$ cat config.mk
export PLATFORM = sky130hd
export DESIGN_NAME = spi_slave_axis_ingress
export DESIGN_NICKNAME = d
export VERILOG_FILES = /design/src/rtl/spi_slave_axis_ingress.sv
export SDC_FILE = /design/constraint.sdc
export NUM_CORES = 1
export LEC_CHECK = 0
export CAP_MARGIN = 20
export CELL_PAD_IN_SITES_DETAIL_PLACEMENT = 1
export CELL_PAD_IN_SITES_GLOBAL_PLACEMENT = 1
export CORE_MARGIN = 4
export CORE_UTILIZATION = 58
export CTS_BUF_LIST = sky130_fd_sc_hd__clkbuf_8
export DETAILED_ROUTE_END_ITERATION = 12
export DONT_BUFFER_PORTS = 1
export PLACE_DENSITY_LB_ADDON = 0.3
export SETUP_SLACK_MARGIN = 0.5
export SYNTH_ARGS = -nofsm -noshare
export SYNTH_HDL_FRONTEND = slang
export SYNTH_SLANG_ARGS = --single-unit
$ cat constraint.sdc
create_clock -name spi_clk -period 3.2 [get_ports spi_clk]
set_clock_uncertainty 0.1 [all_clocks]
set_input_delay 0.64 -clock spi_clk [delete_from_list [all_inputs] [get_ports spi_clk]]
set_output_delay 0.64 -clock spi_clk [all_outputs]
set_load 0.05 [all_outputs]
$ cat src/rtl/spi_slave_axis_ingress.sv
// -----------------------------------------------------------------------------
// spi_slave_axis_ingress
//
// This is the receive half of the SPI slave. It samples MOSI on the rising
// edge of spi_clk and assembles the bits into bytes. Each completed byte is
// presented on an 8-bit AXI-Stream master port, which feeds the register-file
// ingress logic.
//
// The first byte of every chip-select transaction is tagged as the header
// (m_axis_tuser = 1). A 2-entry buffer lets the consumer stall for about one
// byte time. A byte that arrives while the buffer is full is dropped, and the
// sticky overflow flag is set.
//
// Optional feature macro: SPI_INGRESS_MTU_CHECK_EN
//   When defined, payload bytes after the header are counted. The
//   (MTU_SIZE+1)-th payload byte sends the block into a DISCARD state. That
//   byte and every later byte are dropped until chip-select deasserts, and
//   the sticky mtu_error flag is set.
//   When undefined, every byte is forwarded and mtu_error is tied to 0.
//
// Parameters:
//   MSB_FIRST  1 = first sampled bits land in the MSB, 0 = LSB first
//   MOSI_SIZE  data lines per clock, 1 or 2
//   MTU_SIZE   maximum payload bytes after the header (MTU check only)
//
// Ports:
//   spi_clk        SPI serial clock; the only clock, rising edge
//   spi_csn        chip select; high = asynchronous reset
//   spi_mosi       serial data, MOSI_SIZE bits per edge
//   m_axis_tdata   head-of-buffer byte
//   m_axis_tvalid  buffer non-empty
//   m_axis_tready  consumer accepts the head byte on this edge
//   m_axis_tuser   1 = head byte is the transaction header
//   overflow       sticky: a completed byte was dropped on a full buffer
//   mtu_error      sticky: a payload byte beyond MTU_SIZE was dropped
// -----------------------------------------------------------------------------
module spi_slave_axis_ingress #(
    parameter int MSB_FIRST = 1,
    parameter int MOSI_SIZE = 1,
    parameter int MTU_SIZE  = 16
) (
    input  logic                 spi_clk,
    input  logic                 spi_csn,
    input  logic [MOSI_SIZE-1:0] spi_mosi,
    output logic [7:0]           m_axis_tdata,
    output logic                 m_axis_tvalid,
    input  logic                 m_axis_tready,
    output logic                 m_axis_tuser,
    output logic                 overflow,
    output logic                 mtu_error
);

    generate
        if (MOSI_SIZE != 1 && MOSI_SIZE != 2) begin : g_bad_mosi_size
            $error("spi_slave_axis_ingress: MOSI_SIZE must be 1 or 2");
        end
        if (MTU_SIZE < 1) begin : g_bad_mtu_size
            $error("spi_slave_axis_ingress: MTU_SIZE must be at least 1");
        end
    endgenerate

    // Number of already-received bits held between edges.
    localparam int          PW   = 8 - MOSI_SIZE;
    localparam logic [2:0]  STEP = 3'(MOSI_SIZE);
    localparam logic [2:0]  LAST = 3'(8 - MOSI_SIZE);

    typedef enum logic [1:0] {
        S_HEADER  = 2'd0,
        S_PAYLOAD = 2'd1
`ifdef SPI_INGRESS_MTU_CHECK_EN
        ,
        S_DISCARD = 2'd2
`endif
    } state_t;

    state_t state_q, state_d;

    // ------------------------------------------------------------------
    // Bit assembly
    // ------------------------------------------------------------------
    logic [2:0]    bit_cnt;
    logic [PW-1:0] partial;    // bits received so far in the current byte
    logic [7:0]    byte_full;  // partial plus this edge's bits
    logic [PW-1:0] partial_d;
    logic          byte_done;

    // Only the bits that are still needed are stored, so the register has no
    // dead bits. byte_full is the completed byte on the edge that finishes it.
    generate
        if (MSB_FIRST != 0) begin : g_msb_first
            always_comb begin
                byte_full = {partial, spi_mosi};
                partial_d = byte_full[PW-1:0];
            end
        end else begin : g_lsb_first
            always_comb begin
                byte_full = {spi_mosi, partial};
                partial_d = byte_full[7:MOSI_SIZE];
            end
        end
    endgenerate

    assign byte_done = (bit_cnt == LAST);

    always_ff @(posedge spi_clk or posedge spi_csn) begin
        if (spi_csn) begin
            bit_cnt <= '0;
            partial <= '0;
        end else begin
            bit_cnt <= bit_cnt + STEP;
            partial <= partial_d;
        end
    end

    // ------------------------------------------------------------------
    // Two-entry buffer of {tuser, tdata}
    // ------------------------------------------------------------------
    logic [8:0] mem [2];
    logic       wr_ptr;
    logic       rd_ptr;
    logic [1:0] count;
    logic       full;
    logic       pop;
    logic       push;
    logic       push_req;
    logic       push_user;
    logic       drop_full;
    logic       drop_mtu;
    logic       pay_inc;

    assign m_axis_tvalid = (count != 2'd0);
    assign m_axis_tdata  = mem[rd_ptr][7:0];
    assign m_axis_tuser  = mem[rd_ptr][8];
    assign full          = (count == 2'd2);
    assign pop           = m_axis_tvalid && m_axis_tready;

    // On a full buffer a same-edge pop frees the slot, so the push still fits.
    assign push      = push_req && (!full || pop);
    assign drop_full = push_req && full && !pop;

    always_ff @(posedge spi_clk or posedge spi_csn) begin
        if (spi_csn) begin
            for (int unsigned i = 0; i < 2; i++) begin
                mem[i] <= '0;
            end
            wr_ptr <= 1'b0;
            rd_ptr <= 1'b0;
            count  <= '0;
        end else begin
            if (push) begin
                mem[wr_ptr] <= {push_user, byte_full};
                wr_ptr      <= ~wr_ptr;
            end
            if (pop) begin
                rd_ptr <= ~rd_ptr;
            end
            case ({push, pop})
                2'b10:   count <= count + 2'd1;
                2'b01:   count <= count - 2'd1;
                default: count <= count;
            endcase
        end
    end

    // ------------------------------------------------------------------
    // Transaction state machine
    // ------------------------------------------------------------------
`ifdef SPI_INGRESS_MTU_CHECK_EN
    localparam int          CW      = $clog2(MTU_SIZE + 2);
    localparam logic [CW-1:0] MTU_CNT = CW'(MTU_SIZE);

    logic [CW-1:0] pay_cnt;
`endif

    always_ff @(posedge spi_clk or posedge spi_csn) begin
        if (spi_csn) begin
            state_q <= S_HEADER;
        end else begin
            state_q <= state_d;
        end
    end

    always_comb begin
        state_d   = state_q;
        push_req  = 1'b0;
        push_user = 1'b0;
        drop_mtu  = 1'b0;
        pay_inc   = 1'b0;
        case (state_q)
            S_HEADER: begin
                // The state advances even if the header itself is dropped.
                if (byte_done) begin
                    push_req  = 1'b1;
                    push_user = 1'b1;
                    state_d   = S_PAYLOAD;
                end
            end
            S_PAYLOAD: begin
                if (byte_done) begin
`ifdef SPI_INGRESS_MTU_CHECK_EN
                    if (pay_cnt == MTU_CNT) begin
                        drop_mtu = 1'b1;
                        state_d  = S_DISCARD;
                    end else begin
                        push_req = 1'b1;
                        pay_inc  = 1'b1;
                    end
`else
                    push_req = 1'b1;
                    pay_inc  = 1'b1;
`endif
                end
            end
`ifdef SPI_INGRESS_MTU_CHECK_EN
            S_DISCARD: begin
                state_d = S_DISCARD;
            end
`endif
            default: begin
                state_d = S_HEADER;
            end
        endcase
    end

    // ------------------------------------------------------------------
    // Sticky error flags and payload counter
    // ------------------------------------------------------------------
    always_ff @(posedge spi_clk or posedge spi_csn) begin
        if (spi_csn) begin
            overflow <= 1'b0;
        end else if (drop_full) begin
            overflow <= 1'b1;
        end
    end

`ifdef SPI_INGRESS_MTU_CHECK_EN
    always_ff @(posedge spi_clk or posedge spi_csn) begin
        if (spi_csn) begin
            pay_cnt   <= '0;
            mtu_error <= 1'b0;
        end else begin
            if (pay_inc && (pay_cnt != '1)) begin
                pay_cnt <= pay_cnt + 1'b1;
            end
            if (drop_mtu) begin
                mtu_error <= 1'b1;
            end
        end
    end
`else
    assign mtu_error = 1'b0;

    // Without the MTU check these strobes have no consumer.
    logic unused_mtu;
    assign unused_mtu = drop_mtu ^ pay_inc;
`endif

endmodule

==> reports/metrics.csv, run 1 <==
stage,metric,value,unit
sta,fin_hold_ws,0.2395,ns
routing,vias,666,
sta,fin_crit,2.177,ns
logic_synthesis,avgSynthCellArea,15.70,um^2
routing,wl_per_cell,17.35,um
sta,rsz0062_at_grt,false,
sta,setup_ws,1.023,ns
sta,timing.setup.tns,0,ns
sta,worstMarginPinSlew,0.6479,ns
sta,finalHoldViolCount,0,
worst_setup_path,critPathMaxFanout,11,
worst_setup_path,crit_path_start_kind,register,
placed_design,hpwl,1.523,mm
sta,maxSlewHeadroom,0.5676,
placed_design,gp_congestion,0.6859,
logic_synthesis,netlist_area,1381,um^2
global_routing,grt_pass1_wl,3.912,mm
worst_setup_path,worstSetupEndpointType,primary output,
sta,fmax,459.3,MHz
logic_synthesis,syn-num-nets,95,
layout,antenna-diode-count,0,
logic_synthesis,synth_warnings,0,
sta,setup_viol,0,
worst_setup_path,r2r_slack,1.24,ns
clock_tree,postCtsResizedCells,0,
global_routing,grt_max_degree,19,
worst_setup_path,cp.required,2.46,ns
worst_setup_path,reg2reg_depth,5,
clock_tree,cts.clk_slew.worst_paths,0.06,ns
die,dieArea,3226,um^2
hold_path,hp-class,in2async,
die,start_util,0.6185,
clock_tree,numCtsBuffers,5,
logic_synthesis,yosysSeqAreaShare,0.6159,
die,pin_count,16,
clock_tree,ctsRootBufferMaster,clkbuf_8,
routing,drtAntennaViolNets,0,
worst_setup_path,path_cells,mux2_2,
worst_setup_path,regToRegStartpoint,count[0]$_DFFE_PP0P_,
clock_tree,worstSkewPairLatency,0.27,ns
layout,fill_cells,208,
logic_synthesis,netlist_instances,88,
worst_setup_path,critPathBufInv,0,
placed_design,dp_slack,1.253,ns
layout,syn_to_final_growth,9.058,%
global_routing,grt_pass1_vias,772,
layout,nets,102,
worst_setup_path,arrival,1.44,ns
die,num_rows,17,
routing,drtPass1Iterations,3,
sta,timing.final.crit_share,0.6804,
worst_setup_path,crit_path_max_incr_delay,0.63,ns
job,cap_violations,0,
global_routing,antenna_found_initial,0,
sta,slew_viol_final,0,
clock_tree,cts.sinks,34,
routing,drc,0,
clock_tree,cts_setup_buffers,0,
worst_setup_path,slowest_stage,dfrtp_1,
global_routing,gr-total-overflow,0,
clock_tree,cts_hold_buf,0,
worst_setup_path,r2r-end,count[1]$_DFFE_PP0P_,
logic_synthesis,yosys.cell_types.count,23,
worst_setup_path,path_class,reg2out,
placed_design,portBuffers,0,
clock_tree,cts_tree,built,
layout,drive_above_1_share,0.4167,
clock_tree,cts_max_level,2,
routing,totalWireLength,2.151,mm
routing,via_per_inst,5.371,
die,core,2233,um^2
routing,drt_iter0_markers,5,
global_routing,grt.total_usage,0.1645,
die,die_y,56.80,um
status,outcome,completed,
logic_synthesis,synth_seq_cells,34,
worst_setup_path,crit_family,flip-flops,
die,die_w,56.80,um
clock_tree,clockBufferDepth,2,
flip-flops by register name, indices dropped and copies added, names as in the netlist:
name      flops
wr_ptr        1
rd_ptr        1
state_q       1
overflow      1
count         2
mem          18
partial       7
bit_cnt       3
kinds of logic (layout without fill, tap and decap cells):
logic type | Yosys count | after routing | share of synthesized area
compound gates | 3 | 3 | 0.01630
mux | 25 | 25 | 0.2246
fa+ha+maj | 3 | 3 | 0.02718
buf+inv | 6 | 14 | 0.02536
simple gates | 11 | 11 | 0.05616
other cells | 1 | 1 | 0.002715
xor+xnor | 5 | 5 | 0.03171
flops | 34 | 34 | 0.6159
through the flow:
| step | util | instances | cell area [um^2] |
|---|---|---|---|
| floorplan | - | 88 | 1381 |
| global placement | 0.6336 | 116 | 1415 |
| detailed placement | 0.6336 | 116 | 1415 |
| CTS | 0.6745 | 124 | 1506 |
| global route | 0.6745 | 124 | 1506 |
| finish | 0.6745 | 124 | 1506 |
per-layer routing:
| layer | GRT usage | wire (um) | vias to the layer above |
|---|---|---|---|
| li1 | - | - | 309 |
| met1 | 0.2024 | 958 | 339 |
| met2 | 0.2591 | 1056 | 13 |
| met3 | 0.06207 | 108 | 5 |
| met4 | 0.06954 | 27 | 0 |
| met5 | 0 | 0 | - |
how the worst max path moves through the flow:
| stage | start | end | slack, ns | depth (start not counted) |
|---|---|---|---|---|
| 2_1_floorplan | rd_ptr$_DFFE_PP0P_ | m_axis_tuser | 0.82 | 2 |
| 3_3_place_gp | count[0]$_DFFE_PP0P_ | count[1]$_DFFE_PP0P_ | 1.30 | 5 |
| 3_5_place_dp | count[0]$_DFFE_PP0P_ | count[1]$_DFFE_PP0P_ | 1.25 | 5 |
| 4_1_cts | rd_ptr$_DFFE_PP0P_ | m_axis_tdata[0] | 1.0 | 1 |
| 5_1_grt | rd_ptr$_DFFE_PP0P_ | m_axis_tdata[0] | 0.93 | 1 |
| 6_report | rd_ptr$_DFFE_PP0P_ | m_axis_tdata[0] | 1.02 | 1 |
synth_stat cells:
cell type	number	share of area
a21o_1	1	0.0054
buf_6	1	0.0082
o21ai_0	1	0.0036
nor2_1	1	0.0027
buf_4	1	0.0054
nor3b_2	1	0.0091
nand2_1	3	0.0082
mux2_2	16	0.13
mux2i_1	1	0.0072
ha_1	3	0.027
xor2_1	2	0.013
inv_1	3	0.0082
o22a_2	1	0.0072
dfrtp_1	34	0.62
and2_1	1	0.0045
mux2_4	8	0.087
nor3b_4	1	0.014
nor2_2	1	0.0045
nand2b_1	1	0.0045
buf_2	1	0.0036
conb_1	1	0.0027
xnor2_1	3	0.019
or2_2	2	0.0091
area by class of cell:
| cell class | instances | area (um^2) | area share |
|---|---|---|---|
| inverter | 3 | 11.26 | 0.007475 |
| multi-input combinational | 48 | 495.5 | 0.3289 |
| timing repair buffer | 3 | 22.52 | 0.01495 |
| tap | 28 | 35.03 | 0.02326 |
| clock inverter | 2 | 8.758 | 0.005814 |
| clock buffer | 6 | 82.58 | 0.05482 |
| sequential | 34 | 850.8 | 0.5648 |
cell usage in the layout (no fill, tap or decap), drive strengths merged:
cell type  synthesis  routed
nor3b              2       2
dfrtp             34      34
o21ai              1       1
conb               1       1
clkbuf             0       6
clkinv             0       1
inv                3       4
ha                 3       3
mux2i              1       1
mux2              24      24
a21o               1       1
nand2b             1       1
and2               1       1
o22a               1       1
or2                2       2
buf                3       3
xnor2              3       3
xor2               2       2
nand2              3       3
nor2               2       2
Power of run 1 is not shown: default switching activity piles up to over one toggle a cycle in this logic, so the estimate is an artifact.
==> run 2: changes to the inputs <==
--- a/config.mk
+++ b/config.mk
@@ -9,7 +9,7 @@
 export CELL_PAD_IN_SITES_DETAIL_PLACEMENT = 1
 export CELL_PAD_IN_SITES_GLOBAL_PLACEMENT = 1
 export CORE_MARGIN = 4
-export CORE_UTILIZATION = 58
+export CORE_UTILIZATION = 49
 export CTS_BUF_LIST = sky130_fd_sc_hd__clkbuf_8
 export DETAILED_ROUTE_END_ITERATION = 12
 export DONT_BUFFER_PORTS = 1
==> constraint.sdc (replaced) <==
create_clock -name spi_clk -period 2 [get_ports spi_clk]
set_clock_uncertainty 0.1 [all_clocks]
set_input_delay 0.4 -clock spi_clk [delete_from_list [all_inputs] [get_ports spi_clk]]
set_output_delay 0.4 -clock spi_clk [all_outputs]
set_load 0.05 [all_outputs]
==> run 2 against run 1 <==
Effect of this change: the run now ends with negative hold slack left; routed wire length increased by 47%; final cell count increased by 18%; worst setup slack got worse by 0.78 ns; global-route usage about the same; utilization increased by 3.6 points; die area increased by 16%; register-to-register slack got worse by 0.96 ns; final area increased by 22%; count of clock-buffer cells in the layout unchanged; largest cell class unchanged.
==> reports/metrics.csv, run 2 (synthesized netlist as in run 1, its figures left out) <==
stage,metric,value,unit,change
global_routing,grt_max_degree,35,,+16
global_routing,grt.total_usage,0.1644,,about the same
placed_design,gp_congestion,0.7256,,+5.8%
die,pin_count,16,,unchanged
die,core,2590,um^2,+16%
sta,timing.setup.tns,0,ns,unchanged
routing,drtAntennaViolNets,0,,unchanged
die,dieArea,3733,um^2,+16%
placed_design,portBuffers,0,,unchanged
clock_tree,cts.sinks,34,,unchanged
routing,drt_iter0_markers,27,,+22
routing,vias,777,,+17%
sta,finalHoldViolCount,23,,+23
worst_setup_path,slowest_stage,dfrtp_2,,
routing,totalWireLength,3.163,mm,+47%
worst_setup_path,cp.required,1.50,ns,-0.96 ns
pwr,powerDensity,1771,nW/um^2,
sta,fin_crit,1.761,ns,
layout,nets,122,,+20%
global_routing,antenna_found_initial,0,,unchanged
worst_setup_path,worstSetupEndpointType,primary output,,
routing,via_per_inst,5.322,,-0.91%
layout,antenna-diode-count,0,,unchanged
pwr,p_leak,0.8708,nW,
routing,drtPass1Iterations,4,,+1
layout,mostFrequentLayoutCells,"dfrtp_1 (32), mux2_4 (24), buf_4 (13)",,
clock_tree,cts_max_level,2,,unchanged
layout,drive_above_1_share,0.6207,,+0.2040
worst_setup_path,critPathBufInv,1,,+1
global_routing,grt_pass1_wl,4.188,mm,+7.1%
pwr,ir_worst_vdd,1.217,mV,
placed_design,hpwl,1.479,mm,-2.9%
routing,wl_per_cell,21.66,um,+25%
clock_tree,clockBufferDepth,2,,unchanged
clock_tree,cts_tree,built,,
worst_setup_path,arrival,1.26,ns,-0.18 ns
pwr,total_power,3.260,mW,
layout,layout_commonest_cell,dfrtp_1,,
status,violations,negative hold slack,,
layout,syn_to_final_growth,33.24,%,
status,outcome,"complete, but fails checks",,
worst_setup_path,path_cells,"buf_6, mux2_4",,
clock_tree,numCtsBuffers,5,,unchanged
job,cap_violations,0,,unchanged
layout,fin_area,1841,um^2,+22%
clock_tree,cts.clk_slew.worst_paths,0.07,ns,about the same
placed_design,dpl_cell_area,1461,um^2,+3.3%
sta,timing.final.crit_share,0.8807,,
sta,slew_viol_final,0,,unchanged
layout,top_register,mem,,
worst_setup_path,crit_path_start_kind,register,,
layout,top_regs,"mem (18), partial (7), bit_cnt (3)",,
die,die_w,61.10,um,+7.6%
global_routing,grt_pass1_vias,803,,+4.0%
sta,fin_hold_ws,-0.008407,ns,-0.2479 ns
worst_setup_path,crit_family,flip-flops,,
clock_tree,ctsRootBufferMaster,clkbuf_8,,
layout,largest_reg_flops,18,,unchanged
worst_setup_path,crit_path_max_incr_delay,0.43,ns,-0.20 ns
die,die_y,61.10,um,+7.6%
sta,setup_viol,0,,unchanged
sta,fmax,567.7,MHz,
hold_path,hp-class,in2async,,
die,num_rows,18,,+1
routing,drc,0,,unchanged
clock_tree,worstSkewPairLatency,0.28,ns,about the same
worst_setup_path,path_class,reg2out,,
worst_setup_path,critPathMaxFanout,6,,-5
sta,rsz0062_at_grt,true,,
global_routing,gr-total-overflow,0,,unchanged
die,start_util,0.5333,,-0.08515
run 2: layout make-up:
| cell class | count | area [um^2] |
|---|---|---|
| Clock buffer | 6 | 82.58 |
| Clock inverter | 2 | 12.51 |
| Fill cell | 229 | 749.5 |
| Inverter | 3 | 11.26 |
| Multi-Input combinational cell | 48 | 633.1 |
| Sequential cell | 34 | 853.3 |
| Tap cell | 30 | 37.54 |
| Timing Repair Buffer | 23 | 210.2 |
run 2: where the power goes:
part,internal [mW],switching (mW)
clock network,0.276,0.243
logic,0.732,0.857
registers,0.931,0.221
total,1.94,1.32
run 2: stage by stage:
stage	hold WS [ns]	cells	setup WS, ns	utilization
detailed placement	0.2904	119	0.2661	0.5643
global route	0.01910	146	0.1767	0.7106
floorplan	0.2689	88	0.3663	-
CTS	0.005458	136	0.2556	0.6696
global placement	0.2794	119	0.3031	0.5643
finish	-0.008407	146	0.2387	0.7106
run 2: what timing repair did:
| action | CTS | global route |
|---|---|---|
| hold buffers | 0 | 0 |
| cloned | 1 | 1 |
| pin swaps | 5 | 7 |
| gates resized for setup | 32 | 9 |
| setup endpoints to repair | 28 | 30 |
| setup buffers | 8 | 9 |
run 2: metal layers:
metal	vias to the layer above	routed length, um	GRT usage
li1	346	-	-
met1	408	1409	0.2230
met2	21	1606	0.2402
met3	2	124	0.06080
met4	0	23	0.06502
met5	-	0	0
run 2: path summary, 6_finish.rpt:
| kind | from | end | slack [ns] | cells past startpoint |
|---|---|---|---|---|
| setup / recovery | rd_ptr$_DFFE_PP0P_ | m_axis_tdata[4] | 0.24 | 2 |
| hold / removal | spi_csn | mem[15]$_DFFE_PP0P_ | -0.008 | 2 |
| setup reg to reg | bit_cnt[0]$_DFF_PP0_ | mem[10]$_DFFE_PP0P_ | 0.28 | 5 |
| hold reg to reg | partial[3]$_DFF_PP0_ | partial[4]$_DFF_PP0_ | 0.31 | 0 |
| max in group asynchronous | spi_csn | count[0]$_DFFE_PP0P_ | 1.48 | 2 |
| min in group spi_clk | spi_mosi | partial[0]$_DFF_PP0_ | 0.04 | 0 |
run 2: worst reg2reg max path, stage by stage, from the launching register on:
cell and delay [ns]:
dfrtp_1 0.35, ha_2 0.20, ha_4 0.19, nor3b_4 0.28, buf_6 0.19, mux2_4 0.31
(Power assumes the default switching activity.)
